--- config.mk ---
export PLATFORM = sky130hd
export DESIGN_NAME = uart_link_ctrl
export DESIGN_NICKNAME = d
export VERILOG_FILES = /design/src/rtl/uart_link_pkg.sv /design/src/rtl/uart_link_arb.sv /design/src/rtl/uart_link_ctrl.sv
export SDC_FILE = /design/constraint.sdc
export NUM_CORES = 1
export LEC_CHECK = 0
export ABC_AREA = 1
export BUFFER_PORTS_ARGS = -buffer_cell sky130_fd_sc_hd__buf_4
export CAP_MARGIN = 20
export CORE_MARGIN = 4
export CORE_UTILIZATION = 45
export DETAILED_ROUTE_END_ITERATION = 8
export GPL_ROUTABILITY_DRIVEN = 0
export PLACE_DENSITY_LB_ADDON = 0.1
export REMOVE_ABC_BUFFERS = 1
export SLEW_MARGIN = 20
export SYNTH_ARGS = -nofsm -noshare
export SYNTH_HDL_FRONTEND = slang
export SYNTH_SLANG_ARGS = --single-unit
--- constraint.sdc ---
create_clock -name CLK -period 1.3 [get_ports CLK]
set_input_delay 0.26 -clock CLK [delete_from_list [all_inputs] [get_ports CLK]]
set_output_delay 0.26 -clock CLK [all_outputs]
set_load 0.02 [all_outputs]
--- src/rtl/uart_link_pkg.sv ---
// Shared types and constants for the COREUART host-side link sequencer.
package uart_link_pkg;

  typedef enum logic [2:0] {
    ST_IDLE,
    ST_WR,
    ST_RD,
    ST_RD_CAP,
    ST_RD_WAIT,
    ST_GUARD
  } state_e;

  localparam int ERR_OVF = 2;
  localparam int ERR_FRM = 1;
  localparam int ERR_PAR = 0;

  localparam logic [12:0] BAUD_RST       = 13'd0;
  localparam logic        BIT8_RST       = 1'b1;
  localparam logic        PARITY_EN_RST  = 1'b0;
  localparam logic        ODD_N_EVEN_RST = 1'b0;

  function automatic logic [7:0] sat_inc(input logic [7:0] v);
    return (v == 8'hFF) ? v : v + 8'd1;
  endfunction

endpackage

--- src/rtl/uart_link_arb.sv ---
// Two-requester alternating arbiter; on a tie the requester not served last wins.
module uart_link_arb (
  input  logic clk,
  input  logic rst_n,
  input  logic rd_req,
  input  logic wr_req,
  input  logic take,
  output logic gnt_rd,
  output logic gnt_wr
);

  logic last_rd_q, last_rd_d;

  always_comb begin
    gnt_rd    = rd_req && (!wr_req || !last_rd_q);
    gnt_wr    = wr_req && (!rd_req || last_rd_q);
    last_rd_d = last_rd_q;
    if (take && gnt_rd)
      last_rd_d = 1'b1;
    else if (take && gnt_wr)
      last_rd_d = 1'b0;
  end

  always_ff @(posedge clk or negedge rst_n) begin
    if (!rst_n)
      last_rd_q <= 1'b0;
    else
      last_rd_q <= last_rd_d;
  end

endmodule

--- src/rtl/uart_link_ctrl.sv ---
// Sequences TX writes and RX reads onto the COREUART CSN/WEN/OEN strobe bus.
// Optional error counters are enabled with `define UART_LINK_ERR_CNT_EN.
//
// state      | meaning
// IDLE       | config loads, arbitrate rd/wr requests
// WR         | csn/wen low, byte presented, tx_ready high
// RD         | csn/oen low
// RD_CAP     | capture DATA_OUT and error flags into holding register
// RD_WAIT    | wait for RXRDY low or WAIT_MAX timeout
// GUARD      | GUARD_CYC quiet cycles before trusting RXRDY/TXRDY
module uart_link_ctrl
  import uart_link_pkg::*;
#(
  parameter int GUARD_CYC = 2,
  parameter int WAIT_MAX  = 8
) (
  input  logic        CLK,
  input  logic        RESET_N,
  input  logic [12:0] cfg_baud_val,
  input  logic        cfg_bit8,
  input  logic        cfg_parity_en,
  input  logic        cfg_odd_n_even,
  input  logic        tx_valid,
  input  logic [7:0]  tx_data,
  output logic        tx_ready,
  output logic        rx_valid,
  output logic [7:0]  rx_data,
  output logic [2:0]  rx_err,
  input  logic        rx_ready,
  output logic        uart_csn,
  output logic        uart_wen,
  output logic        uart_oen,
  output logic [7:0]  uart_data_in,
  input  logic [7:0]  uart_data_out,
  input  logic        uart_txrdy,
  input  logic        uart_rxrdy,
  input  logic        uart_parity_err,
  input  logic        uart_framing_err,
  input  logic        uart_overflow,
  output logic [12:0] uart_baud_val,
  output logic        uart_bit8,
  output logic        uart_parity_en,
  output logic        uart_odd_n_even,
  output logic        busy
`ifdef UART_LINK_ERR_CNT_EN
  ,
  input  logic        err_clr,
  output logic [23:0] err_cnt
`endif
);

  localparam logic [7:0] GUARD_LD = 8'(GUARD_CYC - 1);
  localparam logic [7:0] WAIT_LD  = 8'(WAIT_MAX - 1);

  state_e      state_q, state_d;
  logic [7:0]  cnt_q, cnt_d;
  logic        csn_q, csn_d, wen_q, wen_d, oen_q, oen_d;
  logic [7:0]  data_in_q, data_in_d;
  logic        tx_ready_q, tx_ready_d;
  logic        rx_valid_q, rx_valid_d;
  logic [7:0]  rx_data_q, rx_data_d;
  logic [2:0]  rx_err_q, rx_err_d;
  logic        busy_q, busy_d;
  logic [12:0] baud_q, baud_d;
  logic        bit8_q, bit8_d, par_en_q, par_en_d, odd_q, odd_d;
  logic        rd_req, wr_req, gnt_rd, gnt_wr, in_idle;

  assign in_idle = (state_q == ST_IDLE);
  assign rd_req  = uart_rxrdy && !rx_valid_q;
  assign wr_req  = tx_valid && uart_txrdy;

  uart_link_arb u_arb (
    .clk    (CLK),
    .rst_n  (RESET_N),
    .rd_req (rd_req),
    .wr_req (wr_req),
    .take   (in_idle),
    .gnt_rd (gnt_rd),
    .gnt_wr (gnt_wr)
  );

  always_comb begin
    state_d    = state_q;
    cnt_d      = cnt_q;
    csn_d      = 1'b1;
    wen_d      = 1'b1;
    oen_d      = 1'b1;
    data_in_d  = data_in_q;
    tx_ready_d = 1'b0;
    rx_valid_d = rx_valid_q;
    rx_data_d  = rx_data_q;
    rx_err_d   = rx_err_q;
    baud_d     = baud_q;
    bit8_d     = bit8_q;
    par_en_d   = par_en_q;
    odd_d      = odd_q;

    if (rx_valid_q && rx_ready)
      rx_valid_d = 1'b0;

    case (state_q)
      ST_IDLE: begin
        baud_d   = cfg_baud_val;
        bit8_d   = cfg_bit8;
        par_en_d = cfg_parity_en;
        odd_d    = cfg_odd_n_even;
        // Strobes are registered, so they are set up on the grant edge.
        if (gnt_rd) begin
          state_d = ST_RD;
          csn_d   = 1'b0;
          oen_d   = 1'b0;
        end else if (gnt_wr) begin
          state_d    = ST_WR;
          csn_d      = 1'b0;
          wen_d      = 1'b0;
          data_in_d  = tx_data;
          tx_ready_d = 1'b1;
        end
      end
      ST_WR: begin
        state_d = ST_GUARD;
        cnt_d   = GUARD_LD;
      end
      ST_RD: state_d = ST_RD_CAP;
      ST_RD_CAP: begin
        rx_data_d           = uart_data_out;
        rx_err_d[ERR_OVF]   = uart_overflow;
        rx_err_d[ERR_FRM]   = uart_framing_err;
        rx_err_d[ERR_PAR]   = uart_parity_err;
        rx_valid_d          = 1'b1;
        state_d             = ST_RD_WAIT;
        cnt_d               = WAIT_LD;
      end
      ST_RD_WAIT: begin
        if (!uart_rxrdy || cnt_q == 8'd0) begin
          state_d = ST_GUARD;
          cnt_d   = GUARD_LD;
        end else begin
          cnt_d = cnt_q - 8'd1;
        end
      end
      ST_GUARD: begin
        if (cnt_q == 8'd0)
          state_d = ST_IDLE;
        else
          cnt_d = cnt_q - 8'd1;
      end
      default: state_d = ST_IDLE;
    endcase

    busy_d = (state_d != ST_IDLE);
  end

  always_ff @(posedge CLK or negedge RESET_N) begin
    if (!RESET_N) begin
      state_q    <= ST_IDLE;
      cnt_q      <= 8'd0;
      csn_q      <= 1'b1;
      wen_q      <= 1'b1;
      oen_q      <= 1'b1;
      data_in_q  <= 8'd0;
      tx_ready_q <= 1'b0;
      rx_valid_q <= 1'b0;
      rx_data_q  <= 8'd0;
      rx_err_q   <= 3'd0;
      busy_q     <= 1'b0;
      baud_q     <= BAUD_RST;
      bit8_q     <= BIT8_RST;
      par_en_q   <= PARITY_EN_RST;
      odd_q      <= ODD_N_EVEN_RST;
    end else begin
      state_q    <= state_d;
      cnt_q      <= cnt_d;
      csn_q      <= csn_d;
      wen_q      <= wen_d;
      oen_q      <= oen_d;
      data_in_q  <= data_in_d;
      tx_ready_q <= tx_ready_d;
      rx_valid_q <= rx_valid_d;
      rx_data_q  <= rx_data_d;
      rx_err_q   <= rx_err_d;
      busy_q     <= busy_d;
      baud_q     <= baud_d;
      bit8_q     <= bit8_d;
      par_en_q   <= par_en_d;
      odd_q      <= odd_d;
    end
  end

  assign uart_csn        = csn_q;
  assign uart_wen        = wen_q;
  assign uart_oen        = oen_q;
  assign uart_data_in    = data_in_q;
  assign tx_ready        = tx_ready_q;
  assign rx_valid        = rx_valid_q;
  assign rx_data         = rx_data_q;
  assign rx_err          = rx_err_q;
  assign busy            = busy_q;
  assign uart_baud_val   = baud_q;
  assign uart_bit8       = bit8_q;
  assign uart_parity_en  = par_en_q;
  assign uart_odd_n_even = odd_q;

`ifdef UART_LINK_ERR_CNT_EN
  logic [7:0] ovf_cnt_q, ovf_cnt_d, frm_cnt_q, frm_cnt_d, par_cnt_q, par_cnt_d;

  always_comb begin
    ovf_cnt_d = ovf_cnt_q;
    frm_cnt_d = frm_cnt_q;
    par_cnt_d = par_cnt_q;
    if (err_clr) begin
      ovf_cnt_d = 8'd0;
      frm_cnt_d = 8'd0;
      par_cnt_d = 8'd0;
    end else if (state_q == ST_RD_CAP) begin
      if (uart_overflow)    ovf_cnt_d = sat_inc(ovf_cnt_q);
      if (uart_framing_err) frm_cnt_d = sat_inc(frm_cnt_q);
      if (uart_parity_err)  par_cnt_d = sat_inc(par_cnt_q);
    end
  end

  always_ff @(posedge CLK or negedge RESET_N) begin
    if (!RESET_N) begin
      ovf_cnt_q <= 8'd0;
      frm_cnt_q <= 8'd0;
      par_cnt_q <= 8'd0;
    end else begin
      ovf_cnt_q <= ovf_cnt_d;
      frm_cnt_q <= frm_cnt_d;
      par_cnt_q <= par_cnt_d;
    end
  end

  assign err_cnt = {ovf_cnt_q, frm_cnt_q, par_cnt_q};
`endif

endmodule

# After elaboration in Yosys (flattened, before gate mapping)
# Cells that the tools add are included.
[op_classes]
n_addsub = 1
eq_ne = 6
muxes = 22
bitwise_logic = 1
reduce_logical = 23
[op_table]
columns = ["operator", "n"]
rows = [
  ["$pmux W8 S4", 1],
  ["$pmux W3 S6", 1],
  ["$mux W8", 2],
  ["$mux W1", 14],
  ["$mux W3", 4],
  ["$logic_not A8 Y1", 1],
  ["$sub A8 B1 Y8 const B", 1],
  ["$logic_and A1 B1 Y1", 7],
  ["$eq A3 B2 Y1 const B", 2],
  ["$eq A3 B3 Y1 const B", 2],
  ["$logic_not A1 Y1", 5],
  ["$reduce_bool A2 Y1", 2],
  ["$reduce_bool A4 Y1", 1],
  ["$eq A3 B1 Y1 const B", 1],
  ["$logic_not A3 Y1", 1],
  ["$logic_or A1 B1 Y1", 3],
  ["$reduce_and A3 Y1", 1],
  ["$reduce_bool A3 Y1", 1],
  ["$ne A2 B2 Y1 const B", 1],
  ["$reduce_and A2 Y1", 1],
  ["$not A1 Y1", 1],
]
[word_totals]
regBits = 53
inputBits = 41
output_inout_bits = 41
wordCells = 69

# Longest topological paths before layout
# Gate-level depths: netlist of the first run.
[logic_depth]
depth_word = 9
ltp_mapped = 10
ltp_nobuf = 10

# Modules after synthesis
# From an unflattened synthesis of the first run, not the netlist that was laid out.
[unflattened]
cells_unflattened = 258
hier_area_um2 = 2359.8
[by_module_without_submodules]
columns = ["mod", "instances", "cells_per_inst", "area_each_um2", "seq_area_each_um2"]
rows = [
  ["uart_link_ctrl", 1, 250, 2299.7, 1306.3],
  ["uart_link_arb", 1, 8, 60.1, 25.0],
]

# Worst setup path after synthesis of the first run
# Ideal clock, no wire load.
[synth_path]
path_type = "reg2reg"
start = "reg cnt_q[0]"
end = "reg busy_q (netlist: busy)"
arrival_time_ns = 1.231
setup_slack_ns = -0.053
stages_incl_launch_ff = 10
period_less_slack_ns = 1.353
cell_sequence = "dfrtp_1 > inv_1 > ha_1 > nand2_1 > nor2_1 > nand3_4 > nand2_4 > inv_8 > nor2_1 > nand2_1"
[synth_between]
elab_chain_len = 5
elab_cells_between_ends = 6
cone_classes = "mux (3); reduce/logical (3)"
[synth_lines]
columns = ["element", "line", "rtl"]
rows = [
  ["start, declared", "uart_link_ctrl.sv:56", "logic [7:0] cnt_q, cnt_d;"],
  ["start signal, assigned", "uart_link_ctrl.sv:173", "cnt_q <= cnt_d;"],
  ["$logic_not A8 Y1 (*)", "uart_link_ctrl.sv:135, uart_link_ctrl.sv:143", ""],
  ["$logic_or A1 B1 Y1", "uart_link_ctrl.sv:135", "if (!uart_rxrdy || cnt_q == 8'd0) begin"],
  ["$mux W3", "uart_link_ctrl.sv:135", ""],
  ["$pmux W3 S6 (*)", "uart_link_ctrl.sv:101", "case (state_q)"],
  ["named net state_d[2]", "uart_link_ctrl.sv:55", "state_e state_q, state_d;"],
  ["$reduce_bool A3 Y1 (*)", "uart_link_ctrl.sv:151", "busy_d = (state_d != ST_IDLE);"],
  ["named net busy_d", "uart_link_ctrl.sv:63", "logic busy_q, busy_d;"],
  ["end signal, assigned", "uart_link_ctrl.sv:182", "busy_q <= busy_d;"],
  ["end, declared", "uart_link_ctrl.sv:63", ""],
]
# The timed path passes the listed nets; every way through them passes the cells marked *.
# A chain may end at the register's enable or synchronous reset.

# Final worst setup path of the first run
[layout_path]
start = "reg cnt_q[1]"
end = "reg cnt_q[7]"
[layout_between]
elab_chain_len = 4
elab_cells_between_ends = 8
cone_classes = "add/sub (1); eq/ne (1); mux (3); reduce/logical (3)"
[layout_lines]
columns = ["element"]
rows = [
  ["parallel branches: the longest is 4 deep, another holds $sub A8 B1 Y8"],
]
# Several ways; the timed one is not identified. The select of a mux whose other input is x is not followed.

==> results.tsv, run 1 <==
metric	value	unit
dr.pass1.iters	4	
synth-compound-area-share	2.19	%
ys_types	35	
core_area	5140	um2
ctsHtreeMaxLevel	2	
hold_class	in2reg	
initial_utilization	46.7	%
ys_ff_latch	53	
grt_util_all_layers	17.8	%
whs	0.108	ns
fin_crit	1.40	ns
synth.largest_area_cell	dfrtp_1	
grt_pass1_vias	1968	
synth_edf_count	0	
tightest_slew	0.345	ns
post-route-worst-setup-slack	-0.0993	ns
worst_ir_drop_vdd	1.25	mV
netlist_instances	275	
max_cap_violations	0	
die_area	6570	um2
clock_latency	0.30	ns
dieWidth	81.1	um
worstPathArrival	1.60	ns
syn_area	2400	um2
cts_buffer_depth	2	
synth_xor_area_share	1.09	%
syn_to_final_growth	52.9	%
synth_flop_cell	dfrtp_1	
clkTransAtPathRegs	0.09	ns
clock-skew-final	0.0110	ns
start_kind	register	
routedWlPerCell	12.7	um
drt_drc_violations_left	0	
synthSimpleGateAreaFrac	33.6	%
ant_nets	0	
io_buffers	81	
ys_seq_area_share	55.4	%
fmax	0.715	GHz
synth_area_per_cell	8.74	um2
synthAdderAreaFrac	1.04	%
netlist_top_cells_area	dfrtp_1, nand2_1, dfstp_2, inv_1, nand2_2	
violations	negative setup slack	
hold_viol	0	
powerDensity	2380	nW/um2
dp_cells	445	
fin_crit_sh	108	%
diodes	0	
critPathMaxFanout	4	
status	complete, but fails checks	
synth.top_cells.by_count	nand2_1, dfrtp_1, inv_1	
yosysWarnings	0	
finalNonFillerCells	466	
synth_top_family_by_area	simple AND/OR/NAND/NOR gates	
grt_pass1_wl	8.83	mm
hpwl	4.19	mm
die_height	81.1	um
drt-initial-drc-count	71	
worstSetupEndpointType	register	
grt_antenna_before_repair	0	
slew_headroom	76.9	%
io_pins	82	
cts_tree	yes	
rows	26	
cp_data_required_time	1.50	ns
yosys.area.top_type_share	51.0	%
cts_made_buffers	5	
vias_per_cell	4.62	
rsz0062_at_grt	yes	
synth.most_common_cell	nand2_1	
synthMuxAreaShare	0	%
num_vias	2155	
nNetsFinal	438	
drive_above_1_share	51.0	%
p_leak	1.94	nW
gr-total-overflow	0	
clock-sinks	53	
final-setup-viol-count	35	
clockRootBuffer	clkbuf_8	
grt_max_degree	26	
routed_wl	5.94	mm
async_flop_share	100	%
critPathKind	reg2reg	
maxSlewViolCount	0	
[cell type report]
type                            count  area [um2]
Fill cell                         429        1470
Sequential cell                    53        1330
Multi-Input combinational cell    190        1070
Timing Repair Buffer              118         958
Inverter                           26         123
Tap cell                           70        87.6
Clock buffer                        6        82.6
Clock inverter                      2        13.8
Timing Repair inverter              1        7.51
[path summary, 6_finish.rpt]
path / start / end / slack (ns) / cells past startpoint
hold reg to reg: uart_bit8 / uart_bit8 / 0.47 / 2
min in group asynchronous: RESET_N / state_q[1] / 0.41 / 2
hold / removal: rx_ready / rx_valid / 0.11 / 2
max in group asynchronous: RESET_N / uart_baud_val[9] / 0.46 / 3
setup / recovery: cnt_q[1] / cnt_q[7] / -0.1 / 9
setup reg to reg: cnt_q[1] / cnt_q[7] / -0.1 / 9
[registers in the layout, summed over array words and instances (netlist names), 3 cells and up]
signal	count
uart_data_in	8
cnt_q	8
rx_err	3
rx_data	8
uart_baud_val	13
state_q	3
[cells by family (layout without fill, tap and decap cells)]
| logic type | Yosys count | after routing |
|---|---|---|
| flip-flops | 53 | 53 |
| XOR/XNOR | 3 | 3 |
| AO/OA/AOI/OAI | 9 | 9 |
| buffers and inverters | 32 | 153 |
| adder cells (fa/ha/maj) | 2 | 2 |
| AND/OR/NAND/NOR | 176 | 176 |
[placed cells by master (no fill, tap or decap), types with 4 or more instances in the layout]
master,instances
buf_4,104
dfstp_2,4
nand2_1,102
nand3_1,6
dfrtp_1,48
clkbuf_8,6
inv_1,17
buf_6,10
nor2_1,8
nor2_2,9
nand2_2,31
nand2_4,4
[stage by stage]
step,utilization (%),setup WS (ns),setup TNS [ns],cell area [um2],power (W)
finish,71.5,-0.0993,-1.20,3670,0.00875
global route,71.5,-0.183,-4.33,3670,0.00939
CTS,67.2,-0.0742,-0.382,3460,0.00826
detailed placement,63.2,-0.153,-1.31,3250,0.00702
global placement,63.2,-0.0906,-0.611,3250,0.00694
floorplan,-,-0.406,-6.64,2350,0.00520
[critical path: stages, from the launching register on]
cell and delay (ns):
dfrtp_1 0.40, inv_2 0.09, buf_6 0.11, nand3_1 0.16
nor2_4 0.18, nand2_1 0.08, nor2_1 0.12, nand2_2 0.07
nand2_2 0.06, nor2_2 0.03
[per-layer routing]
metal	GRT usage, %	routed length (um)	up-vias
li1	-	-	1072
met1	22.9	2380	1016
met2	29.1	3070	61
met3	4.43	422	6
met4	6.08	63	0
met5	0	0	-
[report_power, final]
group | total [W] | internal (W) | switching [W] | leakage [nW]
combinational | 0.00496 | 0.00223 | 0.00273 | 1.25
sequential | 0.00284 | 0.00238 | 0.000460 | 0.644
clock | 0.000950 | 0.000432 | 0.000517 | 0.0512
[what timing repair did]
action                                  in CTS  in global routing
gates cloned                                 0                  2
endpoints found under the hold margin       19                  0
endpoints found under the setup margin      29                 45
resized for setup                           21                 50
setup buffers                                4                  6
hold buffers                                 1                  0
pin swaps                                   11                 18
Note: power is estimated with default switching activity, not from simulation.
==> run 2: changes to the inputs <==
--- a/config.mk
+++ b/config.mk
@@ -9,10 +9,10 @@
 export BUFFER_PORTS_ARGS = -buffer_cell sky130_fd_sc_hd__buf_4
 export CAP_MARGIN = 20
 export CORE_MARGIN = 4
-export CORE_UTILIZATION = 45
+export CORE_UTILIZATION = 47
 export DETAILED_ROUTE_END_ITERATION = 8
 export GPL_ROUTABILITY_DRIVEN = 0
-export PLACE_DENSITY_LB_ADDON = 0.1
+export PLACE_DENSITY = 0.81
 export REMOVE_ABC_BUFFERS = 1
 export SLEW_MARGIN = 20
 export SYNTH_ARGS = -nofsm -noshare
==> constraint.sdc (replaced) <==
create_clock -name CLK -period 1.6 [get_ports CLK]
set_input_delay 0.32 -clock CLK [delete_from_list [all_inputs] [get_ports CLK]]
set_output_delay 0.32 -clock CLK [all_outputs]
set_load 0.02 [all_outputs]
==> run 2 against run 1 <==
The flow now finishes without violations. Fmax decreased by 3.9%. Clock-buffer cell count increased by 1. Sequential power decreased by 19%. Hold slack lost 0.073 ns. Via count fell by 8.6%. Highest routed layer unchanged. Clock skew hardly changed. Total power shrank 30%. Register-to-register slack improved by 0.24 ns. Combinational power shrank 38%. Routed wire length decreased by 13%. Die area shrank 3.8%. Sequential share of layout area is 5.8 points higher.
==> results.tsv, run 2 (synthesis results as in run 1) <==
metric	value	unit	change
die_area	6320	um2	-3.8%
routed_wl	5.17	mm	-13%
dr.pass1.iters	4		unchanged
diodes	0		unchanged
clkTransAtPathRegs	0.10	ns	about the same
largest_register_ffs	13		unchanged
drt_drc_violations_left	0		unchanged
dp_slack	0.115	ns	+0.268 ns
critPathKind	reg2reg		
hold_class	in2async		
grt_util_all_layers	18.0	%	+0.21 points
worstPathArrival	1.70	ns	+0.10 ns
final_common_cell	nand2_1		
hpwl	3.92	mm	-6.4%
layout_common_cells	nand2_1, buf_4, dfrtp_1		
worstSetupEndpointType	register		
sw_frac_of_total	43.0	%	+0.66 points
start_kind	register		
finalNonFillerCells	428		-8.2%
cp_data_required_time	1.84	ns	+0.34 ns
reg2reg_depth	6		-3
multi_input_area	915	um2	-14%
fin_crit_sh	91.0	%	-17 points
slew_headroom	56.8	%	-20 points
maxSlewViolCount	0		unchanged
ctsResizeCount	0		-100%
status	finished clean		
syn_to_final_growth	31.6	%	
io_buffers	81		unchanged
fmax	0.686	GHz	-3.9%
dp_cells	420		-5.6%
num_vias	1970		-8.6%
final_core_util	65.2	%	-6.3 points
clock-skew-final	0.0111	ns	+0.0000487 ns
powerDensity	1950	nW/um2	-18%
io_pins	82		unchanged
gr-total-overflow	0		unchanged
vias_per_cell	4.60		-0.47%
p_sw	0.00265	W	-29%
clock_latency	0.31	ns	about the same
cts_buffer_depth	2		unchanged
ctsHtreeMaxLevel	2		unchanged
grt_max_degree	54		+110%
clockRootBuffer	clkbuf_8		
initial_utilization	49.5	%	+2.8 points
final-setup-viol-count	0		-100%
drt-initial-drc-count	81		+14%
grt_pass1_wl	8.91	mm	+0.85%
setup-tns-final	0	ns	+1.20 ns
grt_antenna_before_repair	0		unchanged
postCtsSetupBuffers	0		-4
post-route-worst-setup-slack	0.143	ns	+0.243 ns
hold_viol	0		unchanged
seq_area	1330	um2	about the same
routedWlPerCell	12.1	um	-5.2%
rsz0062_at_grt	no		
grt_pass1_vias	1989		+1.1%
ant_nets	0		unchanged
finalPower	0.00615	W	-30%
power_frac_comb	50.2	%	-6.5 points
cts_tree	yes		
drive_above_1_share	35.2	%	-16 points
clkPwrFrac	12.5	%	+1.7 points
dieWidth	79.5	um	-1.9%
worst_ir_drop_vdd	1.17	mV	-5.9%
p_leak	1.74	nW	-11%
cpMaxStageDelayCell	dfrtp_1		
critPathMaxFanout	10		+6
cp_cell_sequence	inv_2 -> or2_4 -> nor2_8 -> buf_4 -> nand2_2 -> nand2_1		
max_cap_violations	0		unchanged
rows	25		-3.8%
core_area	4850	um2	-5.7%
fin_crit	1.46	ns	+0.0575 ns
ctsHoldBuffers	0		-1
tightest_slew	0.648	ns	+0.303 ns
cts_made_buffers	5		unchanged
fill_cells	404		-5.8%
die_height	79.5	um	-1.9%
nNetsFinal	403		-8.0%
p_int	0.00350	W	-31%
clock-sinks	53		unchanged
pwr-share-seq	37.2	%	+4.7 points
slowest_delay	0.50	ns	+0.10 ns
[run 2: cell types whose count changed in the layout (fill, tap and decap cells not counted), moves of 7 or more]
cell	previous run	this run
nand2_1	102	123
buf_4	104	84
nand2_2	31	12
buf_6	10	0
nor2_1	8	17
nor2_2	9	2
[run 2: layout make-up]
type | instances | share of cell area [%]
flip-flops and latches | 53 | 42.1
multi-input cells | 190 | 28.9
repair buffers | 84 | 19.9
inverters | 26 | 3.40
clock buffers | 7 | 2.73
well taps | 67 | 2.65
clock inverters | 1 | 0.237
[run 2: power groups by stage]
stage | combinational [W] | sequential, W | clock [W]
finish | 0.00309 | 0.00229 | 0.000771
global route | 0.00343 | 0.00237 | 0.000853
CTS | 0.00313 | 0.00229 | 0.000797
detailed placement | 0.00312 | 0.00231 | 0
global placement | 0.00304 | 0.00230 | 0
floorplan | 0.00138 | 0.00284 | 0
[run 2: worst paths after layout]
path,startpoint,to,slack (ns)
worst max register to register,state_q[0],rx_data[6],0.14
worst min-delay path,RESET_N,uart_baud_val[5],0.03
max in group asynchronous,RESET_N,state_q[0],1.12
min in group CLK,rx_ready,rx_valid,0.16
worst min register to register,uart_bit8,uart_bit8,0.48
worst max-delay path,state_q[0],rx_data[6],0.14
[run 2: stage by stage]
stage                     hold WS, ns  instance area [um2]
after floorplan                0.0244                 2350
after global placement          0.387                 3070
after detailed placement        0.393                 3070
after CTS                      0.0575                 3160
after global routing           0.0853                 3160
final                          0.0347                 3160
[run 2: per-layer routing]
layer,part of all wire (%),track usage [%]
met1,42,22.4
met2,48,30.9
met3,8.0,4.06
met4,1.8,5.67
met5,0,0
[run 2: worst max-delay path, delay by kind of cell, from the launching register on]
family                 cells  cell delay (ns)
buffers and inverters      2             0.30
DFF                        1             0.50
and+or+nand+nor            4             0.60
==> run 3: changes to the inputs <==
--- a/config.mk
+++ b/config.mk
@@ -6,13 +6,14 @@
 export NUM_CORES = 1
 export LEC_CHECK = 0
 export ABC_AREA = 1
-export BUFFER_PORTS_ARGS = -buffer_cell sky130_fd_sc_hd__buf_4
 export CAP_MARGIN = 20
+export CORE_ASPECT_RATIO = 1.1
 export CORE_MARGIN = 4
 export CORE_UTILIZATION = 47
 export DETAILED_ROUTE_END_ITERATION = 8
+export DONT_BUFFER_PORTS = 1
 export GPL_ROUTABILITY_DRIVEN = 0
-export PLACE_DENSITY = 0.81
+export PLACE_DENSITY = 0.67
 export REMOVE_ABC_BUFFERS = 1
 export SLEW_MARGIN = 20
 export SYNTH_ARGS = -nofsm -noshare
==> constraint.sdc (replaced) <==
create_clock -name CLK -period 1.87 [get_ports CLK]
set_input_delay 0.374 -clock CLK [delete_from_list [all_inputs] [get_ports CLK]]
set_output_delay 0.374 -clock CLK [all_outputs]
set_load 0.02 [all_outputs]
==> run 3 against run 2 <==
Final area shrank 19%. Critical path depth stayed put. Final cell count fell by 21%. Clock-buffer cell count unchanged. Routed wire length is 12% lower. Die area hardly changed. Non-clock buffer count is 81 lower. Core utilization down 14 points. Total power is 26% lower. Worst setup slack better by 0.23 ns. Hold slack better by 0.095 ns. Critical path type unchanged. Largest power group is now registers.
==> results.tsv, run 3 (synthesis results as in run 1) <==
metric	value	unit	change
status	finished clean		
drt_drc_violations_left	0		unchanged
rrSetupSlack	0.37	ns	+0.23 ns
slew_headroom	75.0	%	+18 points
r2r-start	state_q[0]		
grt_antenna_before_repair	0		unchanged
holdPathStages	1		
ant_nets	0		unchanged
clkTransAtPathRegs	0.09	ns	about the same
p_leak	1.35	nW	-22%
postCtsSetupBuffers	0		unchanged
gr-total-overflow	0		unchanged
clock-sinks	53		unchanged
setup-tns-final	0	ns	unchanged
powerDensity	1790	nW/um2	-8.3%
cp_data_required_time	2.07	ns	+0.23 ns
nNetsFinal	322		-20%
die_area	6320	um2	about the same
clockRootBuffer	clkbuf_8		
grt_pass1_wl	7.87	mm	-12%
ctsHtreeMaxLevel	2		unchanged
hpwl	3.35	mm	-15%
cts_buffer_depth	2		unchanged
max_cap_violations	0		unchanged
worst_ir_drop_vdd	0.608	mV	-48%
core_area	4970	um2	+2.4%
fin_area	2550	um2	-19%
io_pins	82		unchanged
vias_per_cell	4.91		+6.8%
clock-skew-final	0.00890	ns	-0.00216 ns
dieWidth	76.2	um	-4.2%
cp_cell_sequence	inv_2 -> or2_4 -> nor2_8 -> inv_4 -> nand2_1 -> nand2_1		
layout_common_cells	nand2_1, dfrtp_1, inv_1		
path_common_cell	nand2_1		
min_from	rx_ready		
fin_crit	1.50	ns	+0.0397 ns
r2r_end	rx_data[7]		
clock_latency	0.30	ns	about the same
critPathMaxFanout	14		+4
routedWlPerCell	13.4	um	+11%
num_vias	1661		-16%
slowest_delay	0.50	ns	about the same
final_common_cell	nand2_1		
syn_to_final_growth	6.25	%	
diodes	0		unchanged
drt-initial-drc-count	49		-40%
hold_viol	0		unchanged
cpMaxStageDelayCell	dfrtp_1		
rows	27		+8.0%
fmax	0.668	GHz	-2.7%
grt_max_degree	54		unchanged
largest_register_ffs	13		unchanged
die_height	83.0	um	+4.4%
fin_crit_sh	80.0	%	-11 points
dpl-instance-area	2430	um2	-21%
grt_pass1_vias	1697		-15%
io_buffers	0		-100%
start_kind	register		
worstSetupEndpointType	register		
critPathKind	reg2reg		
hold_class	in2reg		
final-setup-viol-count	0		unchanged
rsz0062_at_grt	no		
maxSlewViolCount	0		unchanged
cts_made_buffers	5		unchanged
worstPathArrival	1.69	ns	about the same
initial_utilization	48.4	%	-1.2 points
cts_tree	yes		
tightest_slew	0.373	ns	-0.275 ns
dr.pass1.iters	5		+1
reg2reg_depth	6		unchanged
holdPathEnd	rx_valid		
grt_util_all_layers	15.0	%	-3.0 points
routed_wl	4.52	mm	-12%
drive_above_1_share	15.0	%	-20 points
## run 3: changes by cell type in the layout (fill, tap and decap cells not counted), sizes merged
cell         before  now
buf              84    2
dlygate4sd3       0    1
## run 3: repair_timing
| item | 4_1_cts | 5_1_grt |
|---|---|---|
| endpoints found under the hold margin | 53 | 0 |
| hold buffers | 2 | 0 |
| resized for setup | 0 | 0 |
## run 3: final cells by class
class                      instances  area, um2
tap                               58       72.6
sequential                        53       1330
clock buffer                       7       76.3
multi-input combinational        190        912
inverter                          26        108
clock inverter                     1       7.51
timing repair buffer               3       45.0
fill                             479       2410
## run 3: report_power, final
group	total, W	switching [W]	internal, W
Sequential	0.00251	0.000856	0.00165
Combinational	0.00143	0.000913	0.000516
Clock	0.000617	0.000351	0.000265
## run 3: per-layer routing
layer / GRT usage [%] / share of wire (%)
met5: 0 / 0
met4: 6.36 / 2.0
met3: 4.01 / 6.9
met2: 25.0 / 49
met1: 18.2 / 42
## run 3: how the worst max path moves through the flow
stage | from | to | slack (ns) | cells after the start
finish | state_q[0] | rx_data[7] | 0.37 | 6
global route | cnt_q[0] | cnt_q[7] | 0.23 | 10
CTS | state_q[0] | rx_data[7] | 0.33 | 6
detailed placement | state_q[0] | rx_data[7] | 0.35 | 6
global placement | state_q[0] | rx_data[0] | 0.38 | 6
floorplan | state_q[0] | u_arb.last_rd_q | 0.16 | 4
## run 3: metrics by stage
step                      power (W)  hold slack [ns]  util (%)  instances  setup WS [ns]
final                       0.00456            0.130      51.4        338          0.374
after global routing        0.00495            0.108      51.4        338          0.229
after CTS                   0.00463            0.118      51.4        338          0.334
after detailed placement    0.00397           0.0797      49.0        328          0.349
after global placement      0.00392           0.0798      49.0        328          0.381
after floorplan             0.00361           0.0784         -        269          0.164
## run 3: critical path, delay by kind of cell (launching register included)
kind	cells	cell delay, ns
and+or+nand+nor	4	0.67
DFF	1	0.50
buffers and inverters	2	0.22
